===== config.mk =====
export PLATFORM = sky130hd
export DESIGN_NAME = uart_rx_param_flat
export DESIGN_NICKNAME = d
export VERILOG_FILES = /design/src/rtl/uart_pkg.sv /design/src/rtl/uart_rx_param_if.sv /design/src/rtl/sync_2ff.sv /design/src/rtl/uart_rx_param.sv /design/src/flat_wrapper.sv
export SDC_FILE = /design/constraint.sdc
export NUM_CORES = 1
export LEC_CHECK = 0
export CAP_MARGIN = 15
export CELL_PAD_IN_SITES_DETAIL_PLACEMENT = 1
export CELL_PAD_IN_SITES_GLOBAL_PLACEMENT = 1
export CORE_MARGIN = 2
export CORE_UTILIZATION = 35
export CTS_BUF_LIST = sky130_fd_sc_hd__clkbuf_16
export CTS_CLUSTER_SIZE = 12
export DETAILED_ROUTE_END_ITERATION = 12
export GPL_ROUTABILITY_DRIVEN = 0
export PLACE_DENSITY = 0.66
export SLEW_MARGIN = 40
export SYNTH_ARGS = -nofsm -noshare
export SYNTH_HDL_FRONTEND = slang
export SYNTH_SLANG_ARGS = --single-unit
export TNS_END_PERCENT = 30

===== constraint.sdc =====
create_clock -name clk -period 1.85 [get_ports clk]
set_input_delay 0.185 -clock clk [delete_from_list [all_inputs] [get_ports clk]]
set_output_delay 0.185 -clock clk [all_outputs]
set_load 0.03 [all_outputs]

===== src/rtl/uart_pkg.sv =====
// Shared definitions for the parametrised UART receiver: parity modes and
// the receive FSM state encoding.
package uart_pkg;

    localparam int PARITY_NONE = 0;
    localparam int PARITY_ODD  = 1;
    localparam int PARITY_EVEN = 2;

    typedef enum logic [2:0] {
        S_IDLE,
        S_START,
        S_DATA,
        S_PARITY,
        S_STOP,
        S_BREAK
    } state_t;

endpackage


===== src/rtl/uart_rx_param_if.sv =====
// Receiver-to-consumer bus: payload holding register, status flags and the
// valid/ready handshake. `do` is a reserved word, so the payload is do_data.
interface uart_rx_param_if #(
    parameter int DATA_BITS = 8
);
    logic [DATA_BITS-1:0] do_data;
    logic                 done;
    logic                 do_valid;
    logic                 do_ready;
    logic                 parity_err;
    logic                 frame_err;
    logic                 overrun;
    logic                 busy;

    modport master (
        output do_data, done, do_valid, parity_err, frame_err, overrun, busy,
        input  do_ready
    );

    modport slave (
        input  do_data, done, do_valid, parity_err, frame_err, overrun, busy,
        output do_ready
    );
endinterface


===== src/rtl/sync_2ff.sv =====
// Generic two-flop synchroniser for asynchronous pin inputs. The reset value
// is a parameter so idle-high lines do not look active during reset.
module sync_2ff #(
    parameter int               WIDTH   = 1,
    parameter logic [WIDTH-1:0] RST_VAL = '1
) (
    input  logic             clk,
    input  logic             rst_n,
    input  logic [WIDTH-1:0] d,
    output logic [WIDTH-1:0] q
);
    logic [WIDTH-1:0] meta;

    // Two back-to-back flops; only q is safe to use in the clk domain.
    always_ff @(posedge clk or negedge rst_n) begin
        if (!rst_n) begin
            meta <= RST_VAL;
            q    <= RST_VAL;
        end else begin
            meta <= d;
            q    <= meta;
        end
    end
endmodule


===== src/rtl/uart_rx_param.sv =====
// Parametrised UART receiver: synchronised RX line, mid-bit sampling with
// false-start rejection, optional parity, 1 or 2 stop bits, error flags and
// a valid/ready holding register that drops new frames while full.
module uart_rx_param
    import uart_pkg::*;
#(
    parameter int CLKS_PER_BIT = 100,
    parameter int DATA_BITS    = 8,
    parameter int PARITY       = PARITY_NONE,
    parameter int STOP_BITS    = 1
) (
    input  logic            clk,
    input  logic            rst_n,
    input  logic            di,
    uart_rx_param_if.master rx
);
    localparam int CW = $clog2(CLKS_PER_BIT);
    localparam int IW = $clog2(DATA_BITS);
    localparam logic [CW-1:0] HALF_M1   = CW'(CLKS_PER_BIT / 2 - 1);
    localparam logic [CW-1:0] FULL_M1   = CW'(CLKS_PER_BIT - 1);
    localparam logic [IW-1:0] LAST_IDX  = IW'(DATA_BITS - 1);
    localparam logic [IW-1:0] LAST_STOP = IW'(STOP_BITS - 1);

    state_t               state, state_nxt;
    logic                 di_s;
    logic [CW-1:0]        cnt;
    logic [IW-1:0]        idx;
    logic [DATA_BITS-1:0] shreg;
    logic                 pe, fe, fin;
    logic                 half_hit, bit_hit, last_stop, cnt_clr;
    logic [DATA_BITS-1:0] hold_data;
    logic                 hold_valid, hold_pe, hold_fe, hold_ovr;

    sync_2ff #(.WIDTH(1), .RST_VAL(1'b1)) u_sync (
        .clk   (clk),
        .rst_n (rst_n),
        .d     (di),
        .q     (di_s)
    );

    assign half_hit = (cnt == HALF_M1);
    assign bit_hit  = (cnt == FULL_M1);
    // START samples at half a bit, so every later full-bit wrap is mid-bit.
    assign cnt_clr  = (state_nxt != state) || bit_hit ||
                      (state == S_IDLE) || (state == S_BREAK);

    // State register.
    always_ff @(posedge clk or negedge rst_n) begin
        if (!rst_n) state <= S_IDLE;
        else        state <= state_nxt;
    end

    // Next-state decode; last_stop marks the final stop-bit sample.
    always_comb begin
        state_nxt = state;
        last_stop = 1'b0;
        case (state)
            S_IDLE:   if (!di_s) state_nxt = S_START;
            S_START:  if (half_hit) state_nxt = di_s ? S_IDLE : S_DATA;
            S_DATA:   if (bit_hit && idx == LAST_IDX)
                          state_nxt = (PARITY != PARITY_NONE) ? S_PARITY : S_STOP;
            S_PARITY: if (bit_hit) state_nxt = S_STOP;
            S_STOP: begin
                if (bit_hit && idx == LAST_STOP) begin
                    last_stop = 1'b1;
                    // A low stop bit may be a line break: wait for idle high.
                    state_nxt = (fe || !di_s) ? S_BREAK : S_IDLE;
                end
            end
            S_BREAK:  if (di_s) state_nxt = S_IDLE;
            default:  state_nxt = S_IDLE;
        endcase
    end

    // Bit-time counter and bit/stop index.
    always_ff @(posedge clk or negedge rst_n) begin
        if (!rst_n) begin
            cnt <= '0;
            idx <= '0;
        end else begin
            cnt <= cnt_clr ? '0 : cnt + CW'(1);
            if (state_nxt != state)
                idx <= '0;
            else if (bit_hit && (state == S_DATA || state == S_STOP))
                idx <= idx + IW'(1);
        end
    end

    // Payload shifter, parity/framing accumulation and completion strobe.
    always_ff @(posedge clk or negedge rst_n) begin
        if (!rst_n) begin
            shreg <= '0;
            pe    <= 1'b0;
            fe    <= 1'b0;
            fin   <= 1'b0;
        end else begin
            fin <= last_stop;
            if (state == S_START && state_nxt == S_DATA) begin
                pe <= 1'b0;
                fe <= 1'b0;
            end
            if (state == S_DATA && bit_hit)
                shreg[idx] <= di_s;
            if (state == S_PARITY && bit_hit)
                pe <= (((^shreg) ^ di_s) != (PARITY == PARITY_ODD));
            if (state == S_STOP && bit_hit && !di_s)
                fe <= 1'b1;
        end
    end

    // Holding register: a completing frame loads unless the register is full
    // and not being drained this cycle, in which case it is dropped.
    always_ff @(posedge clk or negedge rst_n) begin
        if (!rst_n) begin
            hold_data  <= '0;
            hold_valid <= 1'b0;
            hold_pe    <= 1'b0;
            hold_fe    <= 1'b0;
            hold_ovr   <= 1'b0;
        end else if (fin) begin
            if (!hold_valid || rx.do_ready) begin
                hold_data  <= shreg;
                hold_pe    <= pe;
                hold_fe    <= fe;
                hold_valid <= 1'b1;
                hold_ovr   <= 1'b0;
            end else begin
                hold_ovr   <= 1'b1;
            end
        end else if (hold_valid && rx.do_ready) begin
            hold_valid <= 1'b0;
            hold_ovr   <= 1'b0;
        end
    end

    assign rx.do_data    = hold_data;
    assign rx.do_valid   = hold_valid;
    assign rx.parity_err = hold_pe;
    assign rx.frame_err  = hold_fe;
    assign rx.overrun    = hold_ovr;
    assign rx.done       = fin;
    assign rx.busy       = (state != S_IDLE);
endmodule

===== src/flat_wrapper.sv =====
// flat-port wrapper written by rule: the top's interface ports become plain ports
module uart_rx_param_flat import uart_pkg::*;
#(
    parameter int CLKS_PER_BIT = 100,
    parameter int DATA_BITS    = 8,
    parameter int PARITY       = PARITY_NONE,
    parameter int STOP_BITS    = 1
)
  (clk, rst_n, di, rx_do_data, rx_done, rx_do_valid, rx_parity_err, rx_frame_err, rx_overrun, rx_busy, rx_do_ready);
  uart_rx_param_if #(.DATA_BITS(DATA_BITS)) rx_i ();
  input  logic clk;
  input  logic rst_n;
  input  logic di;
  output wire logic [$bits(rx_i.do_data)-1:0] rx_do_data;
  output wire logic [$bits(rx_i.done)-1:0] rx_done;
  output wire logic [$bits(rx_i.do_valid)-1:0] rx_do_valid;
  output wire logic [$bits(rx_i.parity_err)-1:0] rx_parity_err;
  output wire logic [$bits(rx_i.frame_err)-1:0] rx_frame_err;
  output wire logic [$bits(rx_i.overrun)-1:0] rx_overrun;
  output wire logic [$bits(rx_i.busy)-1:0] rx_busy;
  input wire logic [$bits(rx_i.do_ready)-1:0] rx_do_ready;
  assign rx_do_data = rx_i.do_data;
  assign rx_done = rx_i.done;
  assign rx_do_valid = rx_i.do_valid;
  assign rx_parity_err = rx_i.parity_err;
  assign rx_frame_err = rx_i.frame_err;
  assign rx_overrun = rx_i.overrun;
  assign rx_busy = rx_i.busy;
  assign rx_i.do_ready = rx_do_ready;
  uart_rx_param #(.CLKS_PER_BIT(CLKS_PER_BIT), .DATA_BITS(DATA_BITS), .PARITY(PARITY), .STOP_BITS(STOP_BITS)) u_core (.clk(clk), .rst_n(rst_n), .di(di), .rx(rx_i));
endmodule

# After elaboration in Yosys (flattened, before gate mapping)

Cells that the tools add are included.

Output and inout bits: 14
Register bits: 38

$add $sub $neg: 2
Reduce and logical (&&, ||, !) cells: 28
Bitwise logic cells: 1
Multiplexer cells: 25
Eq/ne operators: 11
Order comparisons: 2

Operators by type and width:

| operator                                                          | number |
|---|---|
| two-way mux 3 bit                                                 | 9 |
| one-hot mux 3 bit (6 select lines)                                | 1 |
| two-way mux 1 bit                                                 | 11 |
| logical AND 1 bit                                                 | 10 |
| == test 3 x 2 -> 1 bit, second input constant                     | 3 |
| == test 3 bit, second input constant                              | 3 |
| bitwise mux 8 bit                                                 | 1 |
| nonzero test 2 bit                                                | 4 |
| parity 8 bit                                                      | 1 |
| adder 7 x 1 -> 7 bit, second input constant                       | 1 |
| == test 7 x 6 -> 1 bit, second input constant                     | 1 |
| == test 7 bit, second input constant                              | 1 |
| two-way mux 7 bit                                                 | 1 |
| logical NOT 3 bit                                                 | 2 |
| logical OR 1 bit                                                  | 6 |
| < comparator 3 x 4 -> 1 bit, second input constant                | 1 |
| AND reduction 2 bit                                               | 2 |
| adder 3 x 1 -> 3 bit, second input constant                       | 1 |
| demux 1 bit (select 3 bit)                                        | 1 |
| == test 3 x 1 -> 1 bit, second input constant                     | 1 |
| greater-or-equal comparator 3 x 1 -> 1 bit, second input constant | 1 |
| != test 3 bit                                                     | 1 |
| nonzero test 3 bit                                                | 1 |
| logical NOT 1 bit                                                 | 2 |
| 3 further kinds                                                   | 3 |

# Depth between registers and ports, before layout

Depth after elaboration: 10
Gate-level depth with buffers: 8
Gate-level depth less buffers: 7

# Cells and area by module

A second synthesis with hierarchy kept.

Cell total of the unflattened synthesis: 174
Area total of the unflattened synthesis: 1920.6 um2

Modules (own cells, without submodules):

| module        | cells an instance | instances | area each (um2) |
|---|---|---|---|
| uart_rx_param | 172               | 1         | 1868.0 |
| sync_2ff      | 2                 | 1         | 52.6 |

# Worst setup path after synthesis

No wires, ideal clock.

Path kind: reg2reg
Start: reg u_core.idx[1]
End: reg u_core.cnt[3]
Period minus slack after synthesis: 1874 ps
Arrival: 1774 ps
Stages on the path, launching flop included: 9
Slack: -24 ps
Data required time: 1749 ps
Setup time: 101 ps
Cells stage by stage: dfrtp_1 -> clkbuf_1 -> inv_1 -> ha_1 -> nand2b_1 -> o41ai_2 -> a221oi_1 -> a21oi_4 -> nor4_1

Word-level cells in the longest chain between the ends: 9

RTL lines:

| element                                                   | RTL line                                 | source |
|---|---|---|
| from (decl)                                               | uart_rx_param.sv:27                      | `logic [IW-1:0] idx;` |
| from (signal assigned)                                    | uart_rx_param.sv:85                      | `idx <= idx + IW'(1);` |
| == test 3 bit / logical NOT 3 bit (equally long branches) | uart_rx_param.sv:60, uart_rx_param.sv:64 |  |
| logical AND 1 bit, on equally long branches               | uart_rx_param.sv:60, uart_rx_param.sv:64 |  |
| two-way mux 3 bit, on equally long branches               | uart_rx_param.sv:60, uart_rx_param.sv:64 |  |
| one-hot mux 3 bit (6 select lines) (*)                    | uart_rx_param.sv:57                      | `case (state)` |
| != test 3 bit (*)                                         | uart_rx_param.sv:44                      | `assign cnt_clr = (state_nxt != state) \|\| bit_hit \|\|` |
| logical OR 1 bit (*) (2 in series)                        | uart_rx_param.sv:44                      |  |
| logical OR 1 bit (*)                                      | uart_rx_param.sv:45                      | `(state == S_IDLE) \|\| (state == S_BREAK);` |
| two-way mux 7 bit (*)                                     | uart_rx_param.sv:81                      | `cnt <= cnt_clr ? '0 : cnt + CW'(1);` |
| to (signal assigned)                                      | uart_rx_param.sv:81                      |  |
| to (decl)                                                 | uart_rx_param.sv:26                      | `logic [CW-1:0] cnt;` |

Every way passes the cells marked *; elsewhere a longest branch is shown, timed or not.
A chain may end at the register's enable or synchronous reset.

# Final worst setup path

Start: reg u_core.cnt[0]
End: reg u_core.cnt[0]

Word-level cells in the longest chain between the ends: 9

RTL lines:

| element                                     | RTL line                                 | source |
|---|---|---|
| == test 7 bit                               | uart_rx_param.sv:42                      | `assign bit_hit = (cnt == FULL_M1);` |
| logical AND 1 bit, on equally long branches | uart_rx_param.sv:64, uart_rx_param.sv:60 |  |
| two-way mux 3 bit, on equally long branches | uart_rx_param.sv:64, uart_rx_param.sv:60 |  |
| one-hot mux 3 bit (6 select lines)          | uart_rx_param.sv:57                      |  |
| != test 3 bit                               | uart_rx_param.sv:44                      |  |
| logical OR 1 bit (2 in series)              | uart_rx_param.sv:44                      |  |
| logical OR 1 bit                            | uart_rx_param.sv:45                      |  |
| two-way mux 7 bit (*)                       | uart_rx_param.sv:81                      |  |

Marks and branches as above.

==> metrics.csv <==
stage;metric;value;unit
sta;Slew @ Worst Pin;0.495;ns
sta;max frequency;0.535;GHz
clock_network;Num CTS Buffers;5;
setup_path;Crit. Startpoint;u_core.cnt[0];
sta;RSZ-0062 raised after global routing;yes;
drt;vias per inst;4.94;
sta;part of the cycle the worst path needs;101;%
floorplan;Initial Utilization;35.8;%
setup_path;r2r startpoint;u_core.cnt[0];
synthesis;Synth Area in Adders;3.82;%
drt;remaining antenna violation count;0;
setup_path;RR Endpoint;u_core.cnt[0];
synthesis;Synth Area in Compound Gates;6.41;%
sta;Slew HR;67.0;%
sta;clk_skew;0.00507;ns
clock_network;CTS H-tree lvls;2;
layout;Post-layout nets;219;
floorplan;# IOs;18;
run_status;failing checks;setup timing;
sta;endpoints failing setup;4;
global_routing;total track usage;15.6;%
setup_path;CP Launch Type;register;
synthesis;largest family of logic cells by synthesized area;simple AND/OR/NAND/NOR gates;
synthesis;EDFF count, synth;0;
synthesis;gate count after technology mapping;161;
clock_network;CTS Sinks;38;
power;Internal Power;1.34;mW
synthesis;Distinct cells, synth;43;
setup_path;element type at the critical path end;register;
layout;footprint of the multi-input gates;1060;um2
sta;final slew viol count;0;
layout;synthesis-to-layout area growth;38.4;%
worst_hold_path;Min-Delay Path Class;input port to register;
drt;DRT Pass-1 Iters;4;
floorplan;row cnt;27;
layout;FF+latch area;953;um2
clock_network;CTS tree;done;
synthesis;asr flop ratio synth;100;%
global_routing;vias in the first global route;1512;
power;peak supply drop;331;uV
clock_network;Longest Clk Path Bufs;2;
power;Leak;1.19;nW
sta;Tmin final;1.87;ns
layout;most common cell after layout, fill and taps aside;dfrtp_1;
synthesis;syn avg cell area;12.0;um2
place;Post-Place Cells;270;
layout;layout cells sized above 1;39.8;%
layout;ANT cells;0;
layout;fin cells;283;
drt;DR iter-0 viols;44;
floorplan;CORE AREA;5410;um2
drt;Wirelength per Cell;15.7;um
synthesis;xor/xnor cell area share of the yosys netlist;6.80;%
drt;DR vias;1399;
power;Power Density;630;nW/um2
synthesis;Synth Cell Area;1930;um2
setup_path;CP Class;register to register;
clock_network;CTS root buf;clkbuf_16;
floorplan;Die ar.;6130;um2
drt;DRC Markers;0;
power;Sequential Power Share;49.8;%
synthesis;Synth Register Bits;38;
synthesis;warnings from Yosys;0;
layout;fill count;579;
floorplan;Die Width;78.3;um
sta;Setup TNS;-0.0593;ns
global_routing;grt ovf;0;
flow_run;Max-Cap Viols;0;
synthesis;post-synthesis mux area share;12.2;%
place;post-DP HPWL;3270;um
power;sw frac;20.5;%
synthesis;Synth Area in Simple Gates;19.0;%
power;NetSw;0.346;mW
drt;final WL;4450;um
global_routing;initial antenna violation count;0;
global_routing;largest net degree at the start of global routing;39;
layout;most frequent cells in the layout;36 x dfrtp_1, 26 x buf_4, 17 x mux2_2;
synthesis;dominant synthesized flop cell;dfrtp_1;
setup_path;Arr. time, crit path;2.05;ns
setup_path;FF-to-FF setup slack;-0.02;ns
clock_network;clk slew on worst S/H paths;0.05;ns
synthesis;register area share after synthesis;49.3;%
sta;crit path setup slack, layout;-0.0180;ns
setup_path;R2R depth;8;
setup_path;Setup crit end;u_core.cnt[0];
sta;hold violation total from the final report;0;
sta;Hold WS;0.312;ns
synthesis;Net Count, Synth;170;
place;port buffer count;17;
power;combinational cell fraction of total power;2.2;%
global_routing;global-route wire length before repair;7480;um
setup_path;Crit path required time;2.03;ns
run_status;status;finished with violations;
floorplan;die outline height;78.3;um
clock_network;clock latency at the later pin of the worst-skew pair;0.28;ns
setup_path;CP Max Fanout;10;
power;Clk pwr share;47.9;%
==> cell usage after synthesis (2+ instances only) <==
cell type / count / area (um2)
dfrtp_1: 36 / 901
mux2_2: 17 / 191
xnor2_1: 13 / 114
nand2_1: 12 / 45.0
nor3_1: 9 / 45.0
nand2b_1: 7 / 43.8
nand3_1: 7 / 35.0
ha_1: 5 / 62.6
inv_1: 5 / 18.8
nor2_1: 4 / 15.0
buf_2: 3 / 15.0
mux2i_1: 3 / 30.0
nor4_1: 3 / 18.8
a21oi_1: 2 / 10.0
and3_1: 2 / 12.5
dfstp_2: 2 / 52.6
nand3b_1: 2 / 15.0
nor4b_2: 2 / 30.0
o21ai_0: 2 / 10.0
xor2_1: 2 / 17.5
==> state kept, by name, indices dropped and copies added, names as in the netlist <==
| signal | cells |
|---|---|
| u_core.rx.do_data | 8 |
| u_core.shreg | 8 |
| u_core.cnt | 7 |
| u_core.idx | 3 |
| u_core.state | 3 |
| u_core.fe | 1 |
| u_core.pe | 1 |
| u_core.rx.do_valid | 1 |
| u_core.rx.done | 1 |
| u_core.rx.frame_err | 1 |
| u_core.rx.overrun | 1 |
| u_core.rx.parity_err | 1 |
| u_core.u_sync.meta | 1 |
| u_core.u_sync.q | 1 |
==> cells by family (layout without fill, tap and decap cells) <==
kind of cell	count (synthesis)	count (layout)
AND/OR/NAND/NOR	57	57
flip-flops	38	38
multiplexers	21	21
XOR/XNOR	15	15
AO/OA/AOI/OAI	14	14
buffers and inverters	10	60
adder cells (fa/ha/maj)	6	6
==> per-layer routing <==
metal	wire length, um	vias up	global-route usage (%)
met3	104	5	3.45
met1	2060	714	19.5
met2	2240	19	26.8
met4	48	0	5.09
met5	0	-	0
li1	-	661	-
==> area by class of cell <==
| class | instances | area share (%) |
|---|---|---|
| multi-input combinational | 113 | 39.6 |
| sequential | 38 | 35.6 |
| timing repair buffer | 47 | 15.4 |
| clock buffer | 5 | 4.68 |
| tap | 72 | 3.37 |
| inverter | 5 | 0.701 |
| clock inverter | 3 | 0.608 |
==> power groups by stage <==
stage | combinational, mW | clock (mW) | sequential (mW)
finish | 0.0375 | 0.808 | 0.840
global route | 0.0431 | 0.873 | 0.840
CTS | 0.0366 | 0.843 | 0.840
detailed placement | 0.0348 | 0 | 0.855
global placement | 0.0337 | 0 | 0.855
floorplan | 0.00990 | 0 | 0.851
==> metrics by stage <==
stage	utilization [%]	instance area, um2	power [mW]	worst slack, ns
after floorplan	-	1940	0.861	0.0274
after global placement	43.8	2360	0.888	-0.0476
after detailed placement	43.8	2360	0.890	-0.117
after CTS	47.3	2560	1.72	-0.106
after global routing	49.5	2680	1.76	-0.122
final	49.5	2680	1.69	-0.0180
==> timing repair <==
item	CTS	global route
buffers inserted	2	2
gates resized for setup	7	18
setup endpoints to repair	14	19
pin swaps	4	3
hold buffers	1	0
hold endpoints to repair	36	0
==> worst min-delay path by stage <==
stage,start,end,slack [ns],depth (start not counted)
CTS,di,u_core.u_sync.meta,0.30,1
global placement,rst_n,u_core.cnt[3],0.26,2
global route,di,u_core.u_sync.meta,0.31,1
floorplan,rst_n,u_core.cnt[0],-0.11,0
detailed placement,rst_n,u_core.cnt[3],0.28,2
finish,di,u_core.u_sync.meta,0.31,1
==> critical path, cell delays in order, from the launching register on <==
cell and delay, ns:
dfrtp_1 0.40, ha_1 0.20, nand4bb_1 0.16, nor4_4 0.07, buf_4 0.15, a221oi_4 0.33
a21oi_4 0.06, buf_12 0.16, nor4b_4 0.24
Power figures use the tool's default switching activity.
